File: config.mk
export PLATFORM = sky130hd
export DESIGN_NAME = mpsoc_uart_rx
export DESIGN_NICKNAME = d
export VERILOG_FILES = /design/src/rtl/mpsoc_uart_rx.sv
export SDC_FILE = /design/constraint.sdc
export NUM_CORES = 1
export LEC_CHECK = 0
export ABC_AREA = 1
export CORE_MARGIN = 2
export CORE_UTILIZATION = 50
export DETAILED_ROUTE_END_ITERATION = 12
export GPL_ROUTABILITY_DRIVEN = 0
export PLACE_DENSITY_LB_ADDON = 0.05
export SLEW_MARGIN = 20
export SYNTH_ARGS = -nofsm -noshare
export SYNTH_HDL_FRONTEND = slang
export SYNTH_SLANG_ARGS = --single-unit
File: constraint.sdc
create_clock -name clk_i -period 1.6 [get_ports clk_i]
set_input_delay 0.32 -clock clk_i [delete_from_list [all_inputs] [get_ports clk_i]]
set_output_delay 0.32 -clock clk_i [all_outputs]
set_load 0.05 [all_outputs]
File: src/rtl/mpsoc_uart_rx.sv
// mpsoc_uart_rx: UART receive engine. It recovers 5-8 bit frames with optional
// even parity and 1 or 2 stop bits, and presents each character on a
// valid/ready handshake with one-cycle error pulses.
// Optional build macro MPSOC_UART_RX_MAJORITY_EN selects a 2-of-3 majority
// vote around every sample point instead of a single sample.
module mpsoc_uart_rx #(
  parameter int SYNC_STAGES = 2
) (
  input  logic        clk_i,
  input  logic        rstn_i,
  input  logic        rx_i,
  output logic        busy_o,
  input  logic        cfg_en_i,
  input  logic [15:0] cfg_div_i,
  input  logic        cfg_parity_en_i,
  input  logic [1:0]  cfg_bits_i,
  input  logic        cfg_stop_bits_i,
  output logic [7:0]  rx_data_o,
  output logic        rx_valid_o,
  input  logic        rx_ready_i,
  output logic        err_parity_o,
  output logic        err_frame_o,
  output logic        err_overrun_o
);

  typedef enum logic [2:0] {IDLE, START, DATA, PARITY, STOP1, STOP2} state_e;

  state_e                 state_q, state_d;
  logic [SYNC_STAGES-1:0] sync_q, sync_d;
  logic                   rx_dly_q, rx_dly_d;
  logic [15:0]            cnt_q, cnt_d;
  logic [2:0]             bit_q, bit_d;
  logic [7:0]             shreg_q, shreg_d;
  logic                   par_q, par_d;
  logic                   perr_q, perr_d;
  logic                   ferr_q, ferr_d;
  logic                   done_q, done_d;
  logic [7:0]             data_q, data_d;
  logic                   valid_q, valid_d;
  logic                   err_p_q, err_p_d;
  logic                   err_f_q, err_f_d;
  logic                   err_o_q, err_o_d;

  logic       rx_s, line, line_prev, samp;
  logic       at_half, at_full;
  logic [2:0] last_bit;

  assign rx_s     = sync_q[SYNC_STAGES-1];
  assign at_full  = (cnt_q == cfg_div_i);
  assign at_half  = (cnt_q == {1'b0, cfg_div_i[15:1]});
  assign last_bit = 3'd4 + {1'b0, cfg_bits_i};

`ifdef MPSOC_UART_RX_MAJORITY_EN
  logic rx_dly2_q;

  // Second delay tap so the vote window point-1/point/point+1 is available.
  always_ff @(posedge clk_i or negedge rstn_i) begin
    if (!rstn_i) rx_dly2_q <= 1'b1;
    else         rx_dly2_q <= rx_dly_q;
  end

  // The receiver works on the line one cycle late so that the vote is
  // centred on the sample point and frame timing stays unchanged.
  assign line      = rx_dly_q;
  assign line_prev = rx_dly2_q;
  assign samp      = (rx_dly2_q & rx_dly_q) | (rx_dly2_q & rx_s) | (rx_dly_q & rx_s);
`else
  assign line      = rx_s;
  assign line_prev = rx_dly_q;
  assign samp      = rx_s;
`endif

  // Synchroniser shift and one-cycle delayed copy for edge detection.
  always_comb begin
    sync_d   = {sync_q[SYNC_STAGES-2:0], rx_i};
    rx_dly_d = rx_s;
  end

  // Frame FSM: start detection, bit sampling, parity and stop checks.
  always_comb begin
    state_d = state_q;
    cnt_d   = cnt_q;
    bit_d   = bit_q;
    shreg_d = shreg_q;
    par_d   = par_q;
    perr_d  = perr_q;
    ferr_d  = ferr_q;
    done_d  = 1'b0;
    if (state_q != IDLE) cnt_d = at_full ? 16'd0 : cnt_q + 16'd1;
    if (!cfg_en_i) begin
      state_d = IDLE;
      cnt_d   = 16'd0;
    end else begin
      unique case (state_q)
        IDLE: begin
          if (line_prev && !line) begin
            state_d = START;
            cnt_d   = 16'd0;
            bit_d   = 3'd0;
            shreg_d = 8'd0;
            par_d   = 1'b0;
            perr_d  = 1'b0;
            ferr_d  = 1'b0;
          end
        end
        START: begin
          if (at_half) begin
            cnt_d   = 16'd0;
            state_d = samp ? IDLE : DATA;
          end
        end
        DATA: begin
          if (at_full) begin
            shreg_d[bit_q] = samp;
            par_d          = par_q ^ samp;
            bit_d          = bit_q + 3'd1;
            if (bit_q == last_bit) state_d = cfg_parity_en_i ? PARITY : STOP1;
          end
        end
        PARITY: begin
          if (at_full) begin
            perr_d  = (samp != par_q);
            state_d = STOP1;
          end
        end
        STOP1: begin
          if (at_full) begin
            if (!samp) ferr_d = 1'b1;
            if (cfg_stop_bits_i) begin
              state_d = STOP2;
            end else begin
              state_d = IDLE;
              done_d  = 1'b1;
            end
          end
        end
        STOP2: begin
          if (at_full) begin
            if (!samp) ferr_d = 1'b1;
            state_d = IDLE;
            done_d  = 1'b1;
          end
        end
        default: state_d = IDLE;
      endcase
    end
  end

  // Completion and handshake: deliver, flag overrun, or clear on accept.
  always_comb begin
    data_d  = data_q;
    valid_d = valid_q;
    err_p_d = 1'b0;
    err_f_d = 1'b0;
    err_o_d = 1'b0;
    if (done_q && (!valid_q || rx_ready_i)) begin
      data_d  = shreg_q;
      valid_d = 1'b1;
      err_p_d = perr_q;
      err_f_d = ferr_q;
    end else if (done_q) begin
      err_o_d = 1'b1;
    end else if (valid_q && rx_ready_i) begin
      valid_d = 1'b0;
    end
  end

  // State and output registers.
  always_ff @(posedge clk_i or negedge rstn_i) begin
    if (!rstn_i) begin
      sync_q   <= '1;
      rx_dly_q <= 1'b1;
      state_q  <= IDLE;
      cnt_q    <= 16'd0;
      bit_q    <= 3'd0;
      shreg_q  <= 8'd0;
      par_q    <= 1'b0;
      perr_q   <= 1'b0;
      ferr_q   <= 1'b0;
      done_q   <= 1'b0;
      data_q   <= 8'd0;
      valid_q  <= 1'b0;
      err_p_q  <= 1'b0;
      err_f_q  <= 1'b0;
      err_o_q  <= 1'b0;
    end else begin
      sync_q   <= sync_d;
      rx_dly_q <= rx_dly_d;
      state_q  <= state_d;
      cnt_q    <= cnt_d;
      bit_q    <= bit_d;
      shreg_q  <= shreg_d;
      par_q    <= par_d;
      perr_q   <= perr_d;
      ferr_q   <= ferr_d;
      done_q   <= done_d;
      data_q   <= data_d;
      valid_q  <= valid_d;
      err_p_q  <= err_p_d;
      err_f_q  <= err_f_d;
      err_o_q  <= err_o_d;
    end
  end

  assign busy_o        = (state_q != IDLE);
  assign rx_data_o     = data_q;
  assign rx_valid_o    = valid_q;
  assign err_parity_o  = err_p_q;
  assign err_frame_o   = err_f_q;
  assign err_overrun_o = err_o_q;

endmodule

Yosys cells after proc, flatten, opt, wreduce, memory -nomap -nowiden
Index checks and enable logic that the tools add are counted.
{ "totals": {"regBits": 49} }
{ "op_classes": {"muxes": 47, "n_bitwise": 1, "n_reduce_logical": 19, "order_cmp": 2, "n_eq_ne": 22, "add_sub_neg": 3} }
{ "op_table": {"columns": ["op", "n"], "rows": [
  ["two-way mux 16 bit", 5],
  ["two-way mux 3 bit", 12],
  ["one-hot mux 16 bit (2 select lines)", 1],
  ["inequality test 3 bit, second input constant", 7],
  ["one-hot mux 3 bit (6 select lines)", 1],
  ["two-way mux 1 bit", 17],
  ["adder 16 x 1 -> 16 bit, second input constant", 1],
  ["equality test 16 x 15 -> 1 bit", 1],
  ["equality test 16 bit", 1],
  ["two-way mux 8 bit", 2],
  ["one-hot mux 8 bit (2 select lines)", 1],
  ["bitwise mux 8 bit", 1],
  ["inequality test 2 bit, second input constant", 4],
  ["one-hot mux 1 bit (2 select lines)", 4],
  ["AND reduction 4 bit", 2],
  ["nonzero test 2 bit", 4],
  ["AND reduction 7 bit", 1],
  ["equality test 3 x 2 -> 1 bit, second input constant", 2],
  ["equality test 3 bit, second input constant", 2],
  ["one-hot mux 3 bit (2 select lines)", 1],
  ["AND reduction 5 bit", 1],
  ["logical AND 1 bit", 4],
  ["< comparator 3 x 4 -> 1 bit, second input constant", 1],
  ["inequality test 2 x 1 -> 1 bit, second input constant", 2],
  ["other kinds (15)", 16]
]} }

Longest topological paths before layout
Gate-level depths: netlist of run 1.
{ "logic_depth": {"depth_word": 7, "depth_mapped": 12, "depth_no_buf": 12} }

Least setup slack after synthesis of run 1
No wires, ideal clock.
{ "synth_path": {"kind": "reg-to-reg", "from": "reg state_q[0]", "to": "reg cnt_q[13]", "required_ns": 1.529, "setup_slack_ns": 0.060, "path_stages_with_launch": 8, "n_path_buf": 1, "t_arrival_ns": 1.469, "path_cell_list": "dfrtp_1 or2_4 nor2_4 inv_2 nand2_2 nand3_4 buf_8 nor2_1"} }
{ "synth_via": {"elab_chain_cells": 5, "word_cells_on_any_way": 8, "cone_classes": "1 x eq/ne; 5 x mux; 2 x reduce/logical"} }
{ "synth_lines": {"columns": ["element", "line", "rtl"], "rows": [
  ["from (decl)", "28", "state_e state_q, state_d;"],
  ["from (signal assigned)", "189", "state_q <= state_d;"],
  ["nonzero test 3 bit *", null, null],
  ["net busy_o", "12", "output logic busy_o,"],
  ["two-way mux 16 bit *", "89", "if (state_q != IDLE) cnt_d = at_full ? 16'd0 : cnt_q + 16'd1;"],
  ["two-way mux 16 bit, on equally long branches", "107, 96", null],
  ["one-hot mux 16 bit (2 select lines) *", "94", "unique case (state_q)"],
  ["two-way mux 16 bit *", "90", "if (!cfg_en_i) begin"],
  ["net cnt_d[13]", "31", "logic [15:0] cnt_q, cnt_d;"],
  ["to (signal assigned)", "190", "cnt_q <= cnt_d;"],
  ["to (decl)", "31", null]
]} }
Mark *: on every way through the listed nets, which the timed path passes. The rest lies on a longest branch.
A chain may end at the register's enable or synchronous reset.

Worst setup path in the final report of run 1
{ "layout_path": {"from": "reg state_q[0]", "to": "out busy_o"} }
{ "layout_via": {"elab_chain_cells": 1} }
{ "layout_lines": {"columns": ["element", "line", "rtl"], "rows": [
  ["nonzero test 3 bit", "205", "assign busy_o = (state_q != IDLE);"],
  ["to (decl)", "12", null]
]} }
Every way passes these cells.

==> results of run 1 <==
critical path: stages, from the launching register on:
cell and delay, ps:
dfrtp_1 390, or2_4 270, nor2_4 110, buf_12 120, inv_8 30, buf_8 130
cells in the mapped netlist (3+ instances only):
| library cell | n | area [sq um] |
|---|---|---|
| dfrtp_1 | 46 | 1150 |
| nand2_1 | 148 | 556 |
| o21ai_0 | 10 | 50.1 |
| nor2_2 | 5 | 31.3 |
| dfstp_2 | 3 | 78.8 |
| nand3_1 | 20 | 100 |
| inv_1 | 53 | 199 |
| xor2_1 | 17 | 149 |
| inv_2 | 7 | 26.3 |
| o21ai_2 | 5 | 43.8 |
| nor3_1 | 6 | 30.0 |
| nor2_1 | 61 | 229 |
| nand2_2 | 3 | 18.8 |
| mux2_2 | 8 | 90.1 |
| a21oi_1 | 6 | 30.0 |
| nand4_1 | 7 | 43.8 |
routing by layer:
| metal | vias to the layer above | global-route usage (%) |
|---|---|---|
| met5 | - | 0 |
| met4 | 0 | 5.50 |
| met3 | 12 | 4.07 |
| met2 | 77 | 38.1 |
| met1 | 1372 | 32.0 |
| li1 | 1510 | - |
layout make-up:
cell class | instances | area (sq um) | share of cell area [%]
clock inverters | 3 | 26.3 | 0.620
clock buffers | 5 | 68.8 | 1.62
repair inverters | 1 | 8.76 | 0.207
flip-flops and latches | 49 | 1240 | 29.2
inverters | 61 | 246 | 5.82
repair buffers | 94 | 807 | 19.1
well taps | 75 | 93.8 | 2.22
multi-input cells | 314 | 1750 | 41.3
flip-flops by register name (all words and copies together), names as in the netlist, 2 cells and up:
register	flops
sync_q	2
bit_q	3
shreg_q	8
rx_data_o	8
cnt_q	16
state_q	3
power groups by stage:
stage / clock network (W) / logic (W) / registers, W
floorplan: 0 / 0.000652 / 0.00135
global route: 0.000849 / 0.00168 / 0.00134
detailed placement: 0 / 0.00103 / 0.00135
global placement: 0 / 0.00103 / 0.00135
finish: 0.000785 / 0.00156 / 0.00133
CTS: 0.000794 / 0.00134 / 0.00133
final timing paths:
path	startpoint	endpoint	cells after the start
setup / recovery	state_q[0]	busy_o	5
hold / removal	sync_q[0]	sync_q[1]	0
setup reg to reg	state_q[0]	shreg_q[6]	11
hold reg to reg	sync_q[0]	sync_q[1]	0
max in group asynchronous	rstn_i	sync_q[1]	3
min in group asynchronous	rstn_i	cnt_q[11]	2
per-stage QoR:
step                      area [sq um]  util (%)  hold slack, ps
after floorplan                   3010         -            24.4
after global placement            3670      62.4             219
after detailed placement          3670      62.4             221
after CTS                         3940      67.0             363
after global routing              4240      72.0             364
final                             4240      72.0             361
logic make-up (layout without fill, tap and decap cells):
family / Yosys count / count (layout) / synth area share [%]
flops: 49 / 49 / 40.9
buf+inv: 65 / 164 / 8.77
compound gates: 26 / 26 / 5.15
mux: 8 / 8 / 2.99
fa+ha+maj: 2 / 2 / 0.831
simple gates: 256 / 259 / 35.9
xor+xnor: 19 / 19 / 5.53
repair_timing:
item | CTS | global route
setup buffers | 9 | 15
hold endpoints to repair | 8 | 0
hold buffers | 1 | 0
gates cloned | 3 | 1
pin swaps | 13 | 30
endpoints found under the setup margin | 34 | 34
resized for setup | 43 | 47
cells in the final DEF, fill, tap and decap left out, types with 7 or more instances in the layout:
| cell type | count |
|---|---|
| nor2_1 | 53 |
| nand3_1 | 15 |
| o21ai_2 | 8 |
| nor2_4 | 7 |
| nand4_1 | 7 |
| xor2_1 | 17 |
| nor2_2 | 8 |
| inv_1 | 47 |
| clkdlybuf4s50_1 | 7 |
| mux2_2 | 8 |
| buf_4 | 62 |
| dfrtp_1 | 41 |
| inv_2 | 10 |
| dlygate4sd2_1 | 14 |
| nand2_1 | 139 |
| nand2_2 | 7 |
==> metrics.yaml, run 1 <==
status: "finished with violations"
failed_checks: "setup timing"
viasPerCell: 4.94
maxCapViolations: 0
period_needed_ps: 1690
place_ws_ps: -533
diodes: 0
cts_tree: "yes"
insertion_delay_ps: 310
antenna_left: 0
grt_max_degree: 31
slew_headroom_pct: 72.8
first_iter_violations: 152
finalCritPeriodShare_pct: 106
r2r_slack_ps: -50
num-nets-final: 553
cts.root.buffer_cell: "clkbuf_8"
critPathArrivalTime_ps: 1370
finalSetupViolations: 9
holdCritPathClass: "reg2reg"
vias: 2971
grt_pass1_wl_mm: 12.0
end_kind: "primary output"
critPathMaxFanout: 2
overflow: 0
cts-buffers-inserted: 5
coreArea_sq_um: 5890
wl_met1_mm: 3.47
vdd_drop_max_uv: 1040
p_sw_w: 0.00143
yosys_warnings: 0
critPathLaunchType: "register"
synthArstFlopShare_pct: 100
fin_skew_ps: 3.74
grt_pass1_vias: 2723
top_layer: "met4"
pwr-share-seq_pct: 36.3
layout-area-overhead-vs-synth_pct: 40.7
required_ps: 1280
drtPass1Iterations: 4
dpl.hpwl_mm: 4.99
fin_cells: 602
io_buffers: 37
fillers: 477
ys_types: 30
pwr-share-clk_pct: 21.4
combPwrFrac_pct: 42.3
cts_sinks: 49
clk_pin_slew_ps: 100
cts.path.max_buffers: 2
p_leak_nw: 2.22
worst_pin_slew_ps: 408
ys_seq_area_share_pct: 40.9
wl_met3_um: 341
die_x_um: 81.6
synth_cells: 425
synth.cell_area_sq_um: 3010
worstSetupPathType: "reg2out"
grt_usage_pct: 23.2
wl_met2_mm: 3.63
syn-num-nets: 452
rows: 28
hold_viol_final: 0
synth_edf_count: 0
p_int_w: 0.00225
post_drt_wl_per_cell_um: 12.5
swShare_pct: 38.9
slew_violations: 0
antenna_found_initial: 0
fin_tns_setup_ps: -272
synth_area_per_cell_sq_um: 7.08
start_util_pct: 51.1
dp.cells: 566
die_height_um: 81.6
yosys_most_used_dff: "dfrtp_1"
h-tree-depth: 2
drt_wl_total_mm: 7.54
finalPower_w: 0.00368
setup_slack_ps: -91.3
dieArea_sq_um: 6660
layout-drive-gt1-share_pct: 30.4
ys_ff_latch: 49
rsz0062_at_grt: "yes"
powerDensity_nw_per_um2: 868
max_freq_mhz: 591
drc_errors: 0
io_pins: 38
Note: power is estimated with default switching activity, not from simulation.
==> inputs of run 2 (changes only) <==
Settings changed: ABC_CLOCK_PERIOD_IN_PS set to 1500.
Clock period 1.6 ns to 1.5 ns, I/O delays scaled along.
==> metrics.yaml, run 2 (synthesis gave the netlist of run 1 again) <==
status: "finished with violations"
failed_checks: "setup timing"
final_util_pct: 76.1
r2r_start: "state_q[0]"
die_height_um: 81.6
top_register: "cnt_q"
placed_area_sq_um: 3910
rsz0062_at_grt: "yes"
grt_pass1_vias: 2927
fin_area_sq_um: 4480
drtPass1Iterations: 4
grt_usage_pct: 24.9
critPathArrivalTime_ps: 1380
worstSetupPathType: "reg2out"
p_leak_nw: 2.29
required_ps: 1200
busiest_layer: "met2"
clk_pin_slew_ps: 90
cts-buffers-inserted: 5
finalCritPeriodShare_pct: 112
first_iter_violations: 169
cts_tree: "yes"
slew_headroom_pct: 72.1
antenna_found_initial: 0
dpl.hpwl_mm: 4.98
reg2reg_depth: 11
num-nets-final: 561
critPathMaxFanout: 2
die_x_um: 81.6
largest_reg_flops: 16
diodes: 0
maxCapViolations: 0
post_drt_wl_per_cell_um: 12.5
pwr-share-clk_pct: 21.1
powerDensity_nw_per_um2: 897
cts_sinks: 49
grt_pass1_wl_mm: 12.7
grt_max_degree: 50
layout-drive-gt1-share_pct: 33.3
layout-area-overhead-vs-synth_pct: 48.8
insertion_delay_ps: 320
pwr-share-seq_pct: 35.2
reg2reg_to: "perr_q"
holdCritPathClass: "reg2reg"
use_met3_pct: 4.29
coreArea_sq_um: 5890
setup.worst_path.end: "busy_o"
antenna_left: 0
combPwrFrac_pct: 43.7
slew_violations: 0
start_util_pct: 51.1
r2r_slack_ps: -140
cts.path.max_buffers: 2
hold_viol_final: 0
fin_skew_ps: 7.69
end_kind: "primary output"
h-tree-depth: 2
io_pins: 38
period_needed_ps: 1680
overflow: 0
vdd_drop_max_uv: 965
finalPower_w: 0.00402
p_sw_w: 0.00155
finalSetupViolations: 34
vias: 3011
drc_errors: 0
drt_wl_total_mm: 7.65
final_cell_mix: "nand2_1, nor2_1, buf_4"
io_buffers: 37
rows: 28
crit_start: "state_q[0]"
dieArea_sq_um: 6660
cts.root.buffer_cell: "clkbuf_8"
gr-usage-met2_pct: 42.5
hold_ws_ps: 363
grt_util_met1_pct: 31.9
worst_pin_slew_ps: 416
critPathLaunchType: "register"
swShare_pct: 38.5
mostFrequentLayoutCell: "nand2_1"
viasPerCell: 4.94
p_int_w: 0.00247
max_freq_mhz: 594
setup_slack_ps: -184
[run 2: cell types whose count changed in the layout (fill, tap and decap cells not counted), sizes merged]
cell / previous run / this run
buf: 70 / 79
dlymetal6s2s: 2 / 0
clkdlybuf4s50: 7 / 8
clkinv: 1 / 2
dlygate4sd2: 14 / 15
inv: 62 / 61
nand2: 155 / 154
[run 2: worst max-delay path: stages (launching register included)]
cell and delay, ps:
dfrtp_1 390, or2_4 270, nor2_4 110, buf_6 130, inv_8 30, buf_8 130
[run 2: power by group through the flow]
stage,logic (W),registers [W],clock network (W)
finish,0.00175,0.00142,0.000848
global route,0.00189,0.00142,0.000926
CTS,0.00154,0.00141,0.000868
detailed placement,0.00118,0.00144,0
global placement,0.00117,0.00143,0
floorplan,0.000705,0.00144,0
[run 2: layout make-up]
class                      count  area [sq um]
inverter                      61           249
timing repair inverter         1          11.3
fill                         464          1410
sequential                    49          1230
clock buffer                   5          68.8
timing repair buffer         103          1030
tap                           75          93.8
multi-input combinational    313          1760
clock inverter                 3          26.3
[run 2: worst min path at each step]
stage                            to      start  cells after the start  slack [ps]
after global routing      sync_q[1]  sync_q[0]                      0         370
after CTS                 sync_q[1]  sync_q[0]                      0         360
after floorplan            bit_q[0]     rstn_i                      0           4
final                     sync_q[1]  sync_q[0]                      0         360
after detailed placement  cnt_q[10]     rstn_i                      2         310
after global placement    cnt_q[11]     rstn_i                      2         310
[run 2: metal layers]
metal,part of all wire (%),up-vias
li1,-,1529
met1,45,1392
met2,48,73
met3,4.1,17
met4,2.3,0
met5,0,-
[run 2: metrics by stage]
step / instances / setup WS (ps) / TNS (ps)
after floorplan: 425 / 2.19 / 0
after global placement: 579 / -549 / -17610
after detailed placement: 579 / -589 / -18540
after CTS: 605 / -178 / -2600
after global routing: 610 / -270 / -6600
final: 610 / -184 / -3110
[run 2: what timing repair did]
action,in CTS,in global routing
setup endpoints to repair,34,34
hold buffers,1,0
resized for setup,73,37
buffers inserted,14,5
pin swaps,22,28
endpoints found under the hold margin,46,0
gates cloned,3,0
==> inputs of run 3 (changes only) <==
Settings changed: RECOVER_POWER set to 100, SKIP_LAST_GASP set to 1.
==> metrics.yaml, run 3 (synthesis gave the netlist of run 1 again) <==
viasPerCell: 4.99
coreArea_sq_um: 5890
die_height_um: 81.6
cts_sinks: 49
overflow: 0
slew_headroom_pct: 71.8
clk_pin_slew_ps: 100
dieArea_sq_um: 6660
fin_area_sq_um: 4480
io_buffers: 37
drt_wl_total_mm: 7.66
busiest_layer: "met2"
r2r_start: "cnt_q[2]"
mostFrequentLayoutCell: "nand2_1"
grt_usage_pct: 24.7
hold_ws_ps: 363
slowest_delay_ps: 450
largest_reg_flops: 16
drtPass1Iterations: 4
slew_violations: 0
failed_checks: "setup timing"
final_cell_mix: "nand2_1, buf_4, inv_1"
vias: 3037
grt_pass1_vias: 2904
critPathMaxFanout: 4
start_util_pct: 51.1
worstSetupPathType: "reg2reg"
cts-buffers-inserted: 5
r2r_slack_ps: -200
first_iter_violations: 221
grt_pass1_wl_mm: 12.6
die_x_um: 81.6
vdd_drop_max_uv: 954
insertion_delay_ps: 320
cts_tree: "yes"
finalCritPeriodShare_pct: 113
period_needed_ps: 1700
antenna_found_initial: 0
hold_viol_final: 0
dpl.hpwl_mm: 4.98
final_util_pct: 76.1
io_pins: 38
post_drt_wl_per_cell_um: 12.6
hold_path_depth: 0
hold_path_startpoint: "sync_q[0]"
setup_slack_ps: -199
rsz0062_at_grt: "yes"
antenna_left: 0
holdCritPathClass: "reg2reg"
top_register: "cnt_q"
powerDensity_nw_per_um2: 892
layout-drive-gt1-share_pct: 34.5
worst_pin_slew_ps: 420
layout-area-overhead-vs-synth_pct: 48.8
fin_tns_setup_ps: -3170
drc_errors: 0
status: "finished with violations"
p_leak_nw: 2.30
gr-usage-met2_pct: 41.7
diodes: 0
placed_area_sq_um: 3910
reg2reg_depth: 10
fin_cells: 609
end_kind: "register"
finalSetupViolations: 34
critPathLaunchType: "register"
dp.cells: 579
crit_top_cell: "nand2_1"
reg2reg_to: "state_q[2]"
h-tree-depth: 2
slowest_stage: "dfrtp_1"
use_met3_pct: 4.29
grt_util_met1_pct: 31.7
whs_endpoint: "sync_q[1]"
cts.path.max_buffers: 2
fin_skew_ps: 8.38
grt_max_degree: 50
critPathArrivalTime_ps: 1950
maxCapViolations: 0
max_freq_mhz: 589
num-nets-final: 560
cts.root.buffer_cell: "clkbuf_8"
required_ps: 1750
rows: 28
path_cells: "buf_6, nand2_2, nand2_1, nor2_1, nand2_1, nor2_1, nand2_2, a21oi_1, nand4_1, nand2_1"
==> run 3: changes by cell type in the layout (fill, tap and decap cells not counted), moves of 2 or more <==
cell,before,now
nor2_1,56,45
nand3_2,7,4
nand3_1,12,15
buf_6,13,10
nor2_2,7,18
buf_4,51,53
==> run 3: report_power, final <==
part	switching, W	internal (W)
sequential	0.0000461	0.00137
clock	0.000506	0.000340
combinational	0.00101	0.000728
==> run 3: how the worst max path moves through the flow <==
stage | from | to | slack, ps | cells past startpoint
final | cnt_q[2] | state_q[2] | -200 | 10
after global routing | cnt_q[2] | state_q[0] | -300 | 10
after CTS | state_q[2] | busy_o | -180 | 5
after detailed placement | cfg_div_i[12] | shreg_q[2] | -590 | 13
after global placement | cfg_div_i[12] | shreg_q[7] | -550 | 13
after floorplan | rx_valid_o | rx_data_o[0] | 2 | 3
==> run 3: critical path, delay by kind of cell (launching register included) <==
| family | cells | cell delay (ps) |
|---|---|---|
| AND/OR/NAND/NOR | 8 | 700 |
| flip-flops | 1 | 450 |
| AO/OA/AOI/OAI | 1 | 330 |
| buffers and inverters | 1 | 140 |
==> run 3: what timing repair did <==
| item | in CTS | in global routing |
|---|---|---|
| setup endpoints to repair | 34 | 34 |
| gates cloned | 3 | 0 |
| hold buffers | 1 | 0 |
| hold endpoints to repair | 46 | 0 |
| resized for setup | 69 | 46 |
| buffers inserted | 14 | 4 |
| pin swaps | 22 | 29 |
==> run 3: stage by stage <==
stage	total power, W	setup slack, ps
2_1_floorplan	0.00215	2.19
3_3_place_gp	0.00260	-549
3_5_place_dp	0.00261	-589
4_1_cts	0.00381	-178
5_1_grt	0.00422	-298
6_report	0.00400	-199
==> run 3: cell type report <==
cell class	instances	area, sq um
Tap cell	75	93.8
Clock buffer	5	68.8
Timing Repair inverter	1	11.3
Inverter	61	244
Sequential cell	49	1230
Clock inverter	3	26.3
Fill cell	463	1410
Timing Repair Buffer	102	1010
Multi-Input combinational cell	313	1790
==> run 3: per-layer routing <==
layer / vias up / part of all wire, %
li1: 1525 / -
met2: 82 / 48
met5: - / 0
met4: 0 / 2.5
met3: 19 / 4.9
met1: 1411 / 44
